$ cat config.mk
export PLATFORM = sky130hd
export DESIGN_NAME = mem_port_arbiter
export DESIGN_NICKNAME = d
export VERILOG_FILES = /design/src/rtl/mem_port_arbiter.sv
export SDC_FILE = /design/constraint.sdc
export NUM_CORES = 1
export LEC_CHECK = 0
export BUFFER_PORTS_ARGS = -buffer_cell sky130_fd_sc_hd__buf_2
export CAP_MARGIN = 20
export CORE_MARGIN = 2
export CORE_UTILIZATION = 34
export DETAILED_ROUTE_END_ITERATION = 8
export PLACE_DENSITY_LB_ADDON = 0.15
export SYNTH_ARGS = -nofsm -noshare
export SYNTH_HDL_FRONTEND = slang
export SYNTH_SLANG_ARGS = --single-unit
export TNS_END_PERCENT = 5
$ cat constraint.sdc
create_clock -name clk -period 2.3 [get_ports clk]
set_input_delay 0.23 -clock clk [delete_from_list [all_inputs] [get_ports clk]]
set_output_delay 0.23 -clock clk [all_outputs]
set_load 0.03 [all_outputs]
$ cat src/rtl/mem_port_arbiter.sv
// Arbiter for memory read port 1 + write port: CPU data stage (high priority) vs external master.
// Optional MEM_PORT_ARBITER_LOCK_EN adds ext_lock for atomic external read-modify-write.

module mem_port_arbiter_req #(
  parameter int DW = 16
) (
  input  logic          rst,
  input  logic          pick_i,
  input  logic          we_i,
  input  logic          stall_i,
  input  logic          owner_i,
  input  logic [DW-1:0] mem_rdata_i,
  output logic          gnt_o,
  output logic          rd_set_o,
  output logic          rvalid_o,
  output logic [DW-1:0] rdata_o
);
  // A read cannot launch while the memory holds its output register; writes always can.
  assign gnt_o    = pick_i & (we_i | ~stall_i) & ~rst;
  assign rd_set_o = gnt_o & ~we_i;
  assign rvalid_o = owner_i;
  assign rdata_o  = owner_i ? mem_rdata_i : '0;
endmodule

module mem_port_arbiter #(
  parameter int AW        = 16,
  parameter int DW        = 16,
  parameter int MAX_BURST = 4
) (
  input  logic          clk,
  input  logic          rst,
  input  logic          cpu_req,
  input  logic          cpu_we,
  input  logic [AW-1:0] cpu_addr,
  input  logic [DW-1:0] cpu_wdata,
  output logic          cpu_gnt,
  output logic          cpu_rvalid,
  output logic [DW-1:0] cpu_rdata,
  input  logic          ext_req,
  input  logic          ext_we,
  input  logic [AW-1:0] ext_addr,
  input  logic [DW-1:0] ext_wdata,
`ifdef MEM_PORT_ARBITER_LOCK_EN
  input  logic          ext_lock,
`endif
  output logic          ext_gnt,
  output logic          ext_rvalid,
  output logic [DW-1:0] ext_rdata,
  input  logic          mem_stall,
  output logic [AW-1:0] mem_raddr,
  input  logic [DW-1:0] mem_rdata,
  output logic          mem_wen,
  output logic [AW-1:0] mem_waddr,
  output logic [DW-1:0] mem_wdata
);
  localparam int NREQ = 2;
  localparam int CPU  = 0;
  localparam int EXT  = 1;
  localparam logic [7:0] BURST_MAX = 8'(MAX_BURST);

  logic [NREQ-1:0]         pick, we, gnt, rd_set, rvalid;
  logic [NREQ-1:0][DW-1:0] rdata;
  logic [NREQ-1:0]         rd_owner_q, rd_owner_d;
  logic [7:0]              burst_q, burst_d;
  logic                    burst_full;
  logic                    lock_q;

  assign we = {ext_we, cpu_we};

`ifdef MEM_PORT_ARBITER_LOCK_EN
  logic lock_d;

  always_comb begin
    lock_d = lock_q;
    if (!ext_lock)    lock_d = 1'b0;
    else if (gnt[EXT]) lock_d = 1'b1;
  end

  always_ff @(posedge clk or posedge rst) begin
    if (rst) lock_q <= 1'b0;
    else     lock_q <= lock_d;
  end
`else
  assign lock_q = 1'b0;
`endif

  // While locked the port belongs to the external master outright, so it also wins the pick.
  assign burst_full = (burst_q == BURST_MAX);
  assign pick[EXT]  = ext_req & (~cpu_req | burst_full | lock_q);
  assign pick[CPU]  = cpu_req & ~pick[EXT] & ~lock_q;

  for (genvar r = 0; r < NREQ; r++) begin : g_req
    mem_port_arbiter_req #(.DW(DW)) u_req (
      .rst         (rst),
      .pick_i      (pick[r]),
      .we_i        (we[r]),
      .stall_i     (mem_stall),
      .owner_i     (rd_owner_q[r]),
      .mem_rdata_i (mem_rdata),
      .gnt_o       (gnt[r]),
      .rd_set_o    (rd_set[r]),
      .rvalid_o    (rvalid[r]),
      .rdata_o     (rdata[r])
    );
  end

  assign cpu_gnt    = gnt[CPU];
  assign ext_gnt    = gnt[EXT];
  assign cpu_rvalid = rvalid[CPU];
  assign ext_rvalid = rvalid[EXT];
  assign cpu_rdata  = rdata[CPU];
  assign ext_rdata  = rdata[EXT];

  // Idle port parks on the CPU address so the next CPU read sees a stable address.
  always_comb begin
    mem_raddr = cpu_addr;
    mem_waddr = cpu_addr;
    mem_wdata = cpu_wdata;
    if (gnt[EXT]) begin
      mem_raddr = ext_addr;
      mem_waddr = ext_addr;
      mem_wdata = ext_wdata;
    end
  end

  assign mem_wen = |(gnt & we);

  always_comb begin
    burst_d = burst_q;
    if (lock_q)                          burst_d = burst_q;
    else if (!ext_req || gnt[EXT])       burst_d = 8'd0;
    else if (gnt[CPU] && !burst_full)    burst_d = burst_q + 8'd1;
  end

  assign rd_owner_d = rd_set;

  always_ff @(posedge clk or posedge rst) begin
    if (rst) begin
      burst_q    <= 8'd0;
      rd_owner_q <= '0;
    end else begin
      burst_q    <= burst_d;
      rd_owner_q <= rd_owner_d;
    end
  end
endmodule
# Word-level counts from Yosys, hierarchy flattened

Index checks and enable logic that the tools add are counted.

Register bits after elaboration: 10
Input bits: 87
Output and inout bits: 85
Word-level logic and storage cells: 34

Add/subtract/negate cells: 1
Equal/unequal tests: 1
Mux-type cells: 6
Bitwise gates (word level): 18
Reductions and logical operators: 6

Operators by type and width:

| cell                                                             | count |
|---|---|
| 16-bit two-way mux                                               | 4 |
| 8-bit two-way mux                                                | 2 |
| 8-bit by 1-bit adder with 8-bit output (second input constant)   | 1 |
| 1-bit AND                                                        | 8 |
| 8-bit by 3-bit == test with 1-bit output (second input constant) | 1 |
| 1-bit NOT                                                        | 6 |
| 1-bit bitwise OR                                                 | 3 |
| 2-bit AND                                                        | 1 |
| 1-bit logical NOT                                                | 2 |
| 2-bit nonzero test                                               | 1 |
| 2-bit OR reduction                                               | 1 |
| 1-bit logical AND                                                | 1 |
| 1-bit logical OR                                                 | 1 |

# Longest topological paths before layout

Depth in word-level cells: 10
Mapped depth: 8

# By module

A second synthesis with hierarchy kept.

Cells, all modules: 151
Area, all modules: 1338.8 um^2

By module, submodules not included:

| module               | instances | cells each | area each (um^2) | seq. area each (um^2) |
|---|---|---|---|---|
| mem_port_arbiter     | 1         | 107        | 1028.5           | 250.2 |
| mem_port_arbiter_req | 2         | 22         | 155.1            | 0.0 |

# Worst setup path after synthesis

No wires, ideal clock.

Path kind: register -> output
From: register burst_q[0]
To: output port mem_waddr[10]
Arrival: 1.789 ns
Data required time: 2.070 ns
Path slack: 0.281 ns
Stages on the path, launching flop included: 9
Path buffers: 2
Cell sequence: dfrtp_1 -> inv_1 -> ha_1 -> nor4b_4 -> a21bo_4 -> nand2_4 -> buf_6 -> mux2_4 -> buf_4

Word-level cells in the longest chain between the ends: 6

Ends and longest elaborated chain:

| item                                     | RTL line | source |
|---|---|---|
| start: declaration                       | 64       | `logic [7:0] burst_q, burst_d;` |
| start signal: assignment                 | 142      | `burst_q <= burst_d;` |
| 8-bit by 3-bit == test with 1-bit output | 88       | `assign burst_full = (burst_q == BURST_MAX);` |
| 1-bit bitwise OR                         | 89       | `assign pick[EXT] = ext_req & (~cpu_req \| burst_full \| lock_q);` |
| 1-bit AND                                | 89       |  |
| 1-bit AND (2 in series)                  | 19       | `assign gnt_o = pick_i & (we_i \| ~stall_i) & ~rst;` |
| 16-bit two-way mux                       | -        |  |
| end: declaration                         | 53       | `output logic [AW-1:0] mem_waddr,` |

No other way between the ends.

# Worst setup path in the final report

From: register burst_q[1]
To: output port mem_raddr[7]

Word-level cells in the longest chain between the ends: 6

Ends and longest elaborated chain:

| item                                     | RTL line | source |
|---|---|---|
| 8-bit by 3-bit == test with 1-bit output | 88       |  |
| 1-bit bitwise OR                         | 89       |  |
| 1-bit AND                                | 89       |  |
| 1-bit AND (2 in series)                  | 19       |  |
| 16-bit two-way mux                       | 119      | `if (gnt[EXT]) begin` |
| end: declaration                         | 50       | `output logic [AW-1:0] mem_raddr,` |

No other way between the ends.

==> results.sh <==
export IMPL_grt_pass1_vias=1591
export IMPL_grt_total_usage=0.187
export IMPL_hold_violations=0
export IMPL_cts_made_buffers=3
export IMPL_yosysTopAreaCell="mux2_4"
export IMPL_relSlewSlack=0.664
export IMPL_final_area_mm2=0.00250
export IMPL_finClkSkew_ns=0.00763
export IMPL_post_route_drc_count=0
export IMPL_synth_top_cell_area_share=0.288
export IMPL_final_common_cell="buf_2"
export IMPL_port_buffers=171
export IMPL_dp_hpwl_um=3970
export IMPL_place_ws_ns=0.195
export IMPL_first_iter_violations=22
export IMPL_clk_path_buf_depth=2
export IMPL_rows=23
export IMPL_p_leak_uw=0.00153
export IMPL_post_synth_cell_area_avg_um2=9.79
export IMPL_nets=406
export IMPL_post_route_min_period_ns=2.25
export IMPL_cp_data_required_time_ns=2.07
export IMPL_die_y_um=69.5
export IMPL_grt_setup_unrepaired="yes"
export IMPL_first_pass_iters=4
export IMPL_grt_overflow=0
export IMPL_clock_latency_ns=0.24
export IMPL_powerDensity_mw_per_mm2=348
export IMPL_fin_setup_tns_ns=0
export IMPL_outcome="completed"
export IMPL_peakVddDrop_mv=0.461
export IMPL_root_buffer="clkbuf_8"
export IMPL_fmax_mhz=444
export IMPL_antenna_left=0
export IMPL_rr_endpoint="burst_q[1]$_DFFE_PP0P_"
export IMPL_grt_pass1_wl_um=7530
export IMPL_crit_arrival_ns=2.02
export IMPL_diodes=0
export IMPL_rr_startpoint="burst_q[1]$_DFFE_PP0P_"
export IMPL_synth_nets=238
export IMPL_fin_crit_sh=0.978
export IMPL_fin_hold_ws_ns=0.0183
export IMPL_grt_start_max_net_pins=18
export IMPL_coreArea_mm2=0.00406
export IMPL_cts_sinks=10
export IMPL_tightest_slew_ns=0.503
export IMPL_r2r_slack_ns=0.53
export IMPL_cts_tree="built"
export IMPL_clk_pin_slew_ns=0.05
export IMPL_synthCells=149
export IMPL_min_path_type="in2async"
export IMPL_syn_cell_area_mm2=0.00146
export IMPL_report_final_slew_viol_count=0
export IMPL_wl_per_cell_um=13.6
export IMPL_cap_violations=0
export IMPL_dpl_instance_area_mm2=0.00224
export IMPL_cts_htree_levels=1
export IMPL_num_io_pins=172
export IMPL_final_util=0.616
export IMPL_antenna_found_initial=0
export IMPL_crit_fanout=9
export IMPL_initial_utilization=0.360
export IMPL_timing_final_ws_setup_ns=0.0502
export IMPL_wl_um=5000
export IMPL_synthTopCellsByArea="mux2_4, dfrtp_1, and2_1, buf_4, mux2_2"
export IMPL_yosys_cell_types_count=32
export IMPL_end_kind="output port"
export IMPL_synth_seq_cells=10
export IMPL_vias=1675
export IMPL_setup_viol=0
export IMPL_areaGrowthSynthToFinish_pct=71.4
export IMPL_start_kind="flop"
export IMPL_crit_type="reg2out"
export IMPL_yosys_warnings=0
export IMPL_chipWidth_um=69.5
export IMPL_final_cell_mix="buf_2, and2_1, mux2_4, buf_4"
export IMPL_place_congestion=0.807
export IMPL_drive_gt1_frac=0.718
export IMPL_viasPerCell=4.58
export IMPL_ff2ff_path_depth=8
export IMPL_die_area_mm2=0.00483
export IMPL_yosysSeqAreaShare=0.172
-- sequential cells by signal, summed over array words and instances (netlist names) --
| signal | count |
|---|---|
| burst_q | 8 |
| rd_owner_q | 2 |
-- worst max-delay path, cell delays in order, from the launching register on --
cell,delay [ns]
dfrtp_1,0.38
inv_1,0.07
ha_2,0.15
nor4b_4,0.22
a21bo_4,0.20
nand2_8,0.10
clkbuf_16,0.19
mux2_4,0.30
buf_4,0.17
-- report_power, final --
part	switching, uW	internal [uW]	leakage [uW]
combinational	260	209	0.00136
clock	67.6	150	0.0000288
sequential	4.23	179	0.000139
total	332	538	0.00153
-- logic make-up (layout without fill, tap and decap cells) --
kind of cell	Yosys count	after routing	synth area share
XOR/XNOR	5	5	0.0300
multiplexers	33	33	0.326
AND/OR/NAND/NOR	66	66	0.289
adder cells (fa/ha/maj)	2	2	0.0171
flip-flops	10	10	0.172
AO/OA/AOI/OAI	8	8	0.0455
buffers and inverters	25	192	0.121
-- area by class of cell --
| class | count | area (um2) |
|---|---|---|
| multi-input combinational | 114 | 1040 |
| fill | 351 | 1560 |
| tap | 50 | 62.6 |
| clock buffer | 4 | 55.1 |
| sequential | 10 | 250 |
| inverter | 4 | 15.0 |
| timing repair buffer | 184 | 1070 |
-- worst max path at each step --
stage | start | end | slack, ns
2_1_floorplan | burst_q[0]$_DFFE_PP0P_ | mem_waddr[10] | 0.28
3_3_place_gp | burst_q[0]$_DFFE_PP0P_ | mem_raddr[14] | 0.23
3_5_place_dp | burst_q[0]$_DFFE_PP0P_ | mem_waddr[14] | 0.20
4_1_cts | burst_q[0]$_DFFE_PP0P_ | mem_wdata[0] | 0.03
5_1_grt | burst_q[0]$_DFFE_PP0P_ | mem_waddr[11] | -0.08
6_report | burst_q[1]$_DFFE_PP0P_ | mem_raddr[7] | 0.05
-- through the flow --
stage                     instances  power [uW]
after CTS                       360         852
after detailed placement        351         614
after floorplan                 149         486
after global routing            366         916
final                           366         870
after global placement          351         611
-- layer usage --
layer,part of all wire,wire length [um],GRT usage,vias up
met5,0,0,0,-
met4,0.0038,19,0.0218,0
met3,0.093,464,0.0523,2
met2,0.52,2590,0.350,87
met1,0.38,1920,0.214,760
li1,-,-,-,826
-- Yosys cell counts --
library cell / number
nor3_1: 1
a21boi_0: 1
a21o_1: 1
xnor2_1: 5
or3_1: 2
mux2_2: 4
nand3_1: 2
a21bo_1: 1
clkbuf_1: 2
buf_4: 16
buf_6: 3
dfrtp_1: 10
a211oi_1: 1
nand2b_4: 1
nand2_4: 1
nor4b_4: 1
nand4_1: 1
a21bo_4: 1
nand2_1: 4
mux2i_1: 1
nor2_1: 10
nor2b_1: 3
nand4b_1: 1
nor3b_2: 2
inv_1: 4
ha_1: 2
nor4_1: 3
a31oi_1: 2
and2_1: 33
a21oi_1: 1
mux2_4: 28
and3b_1: 1
-- timing repair --
| action | CTS | global route |
|---|---|---|
| endpoints found under the setup margin | 37 | 37 |
| hold buffers | 0 | 0 |
| pin swaps | 1 | 1 |
| endpoints found under the hold margin | 0 | 0 |
| resized for setup | 9 | 29 |
| setup buffers | 4 | 5 |
| gates cloned | 1 | 1 |
Note: power is estimated with default switching activity, not from simulation.
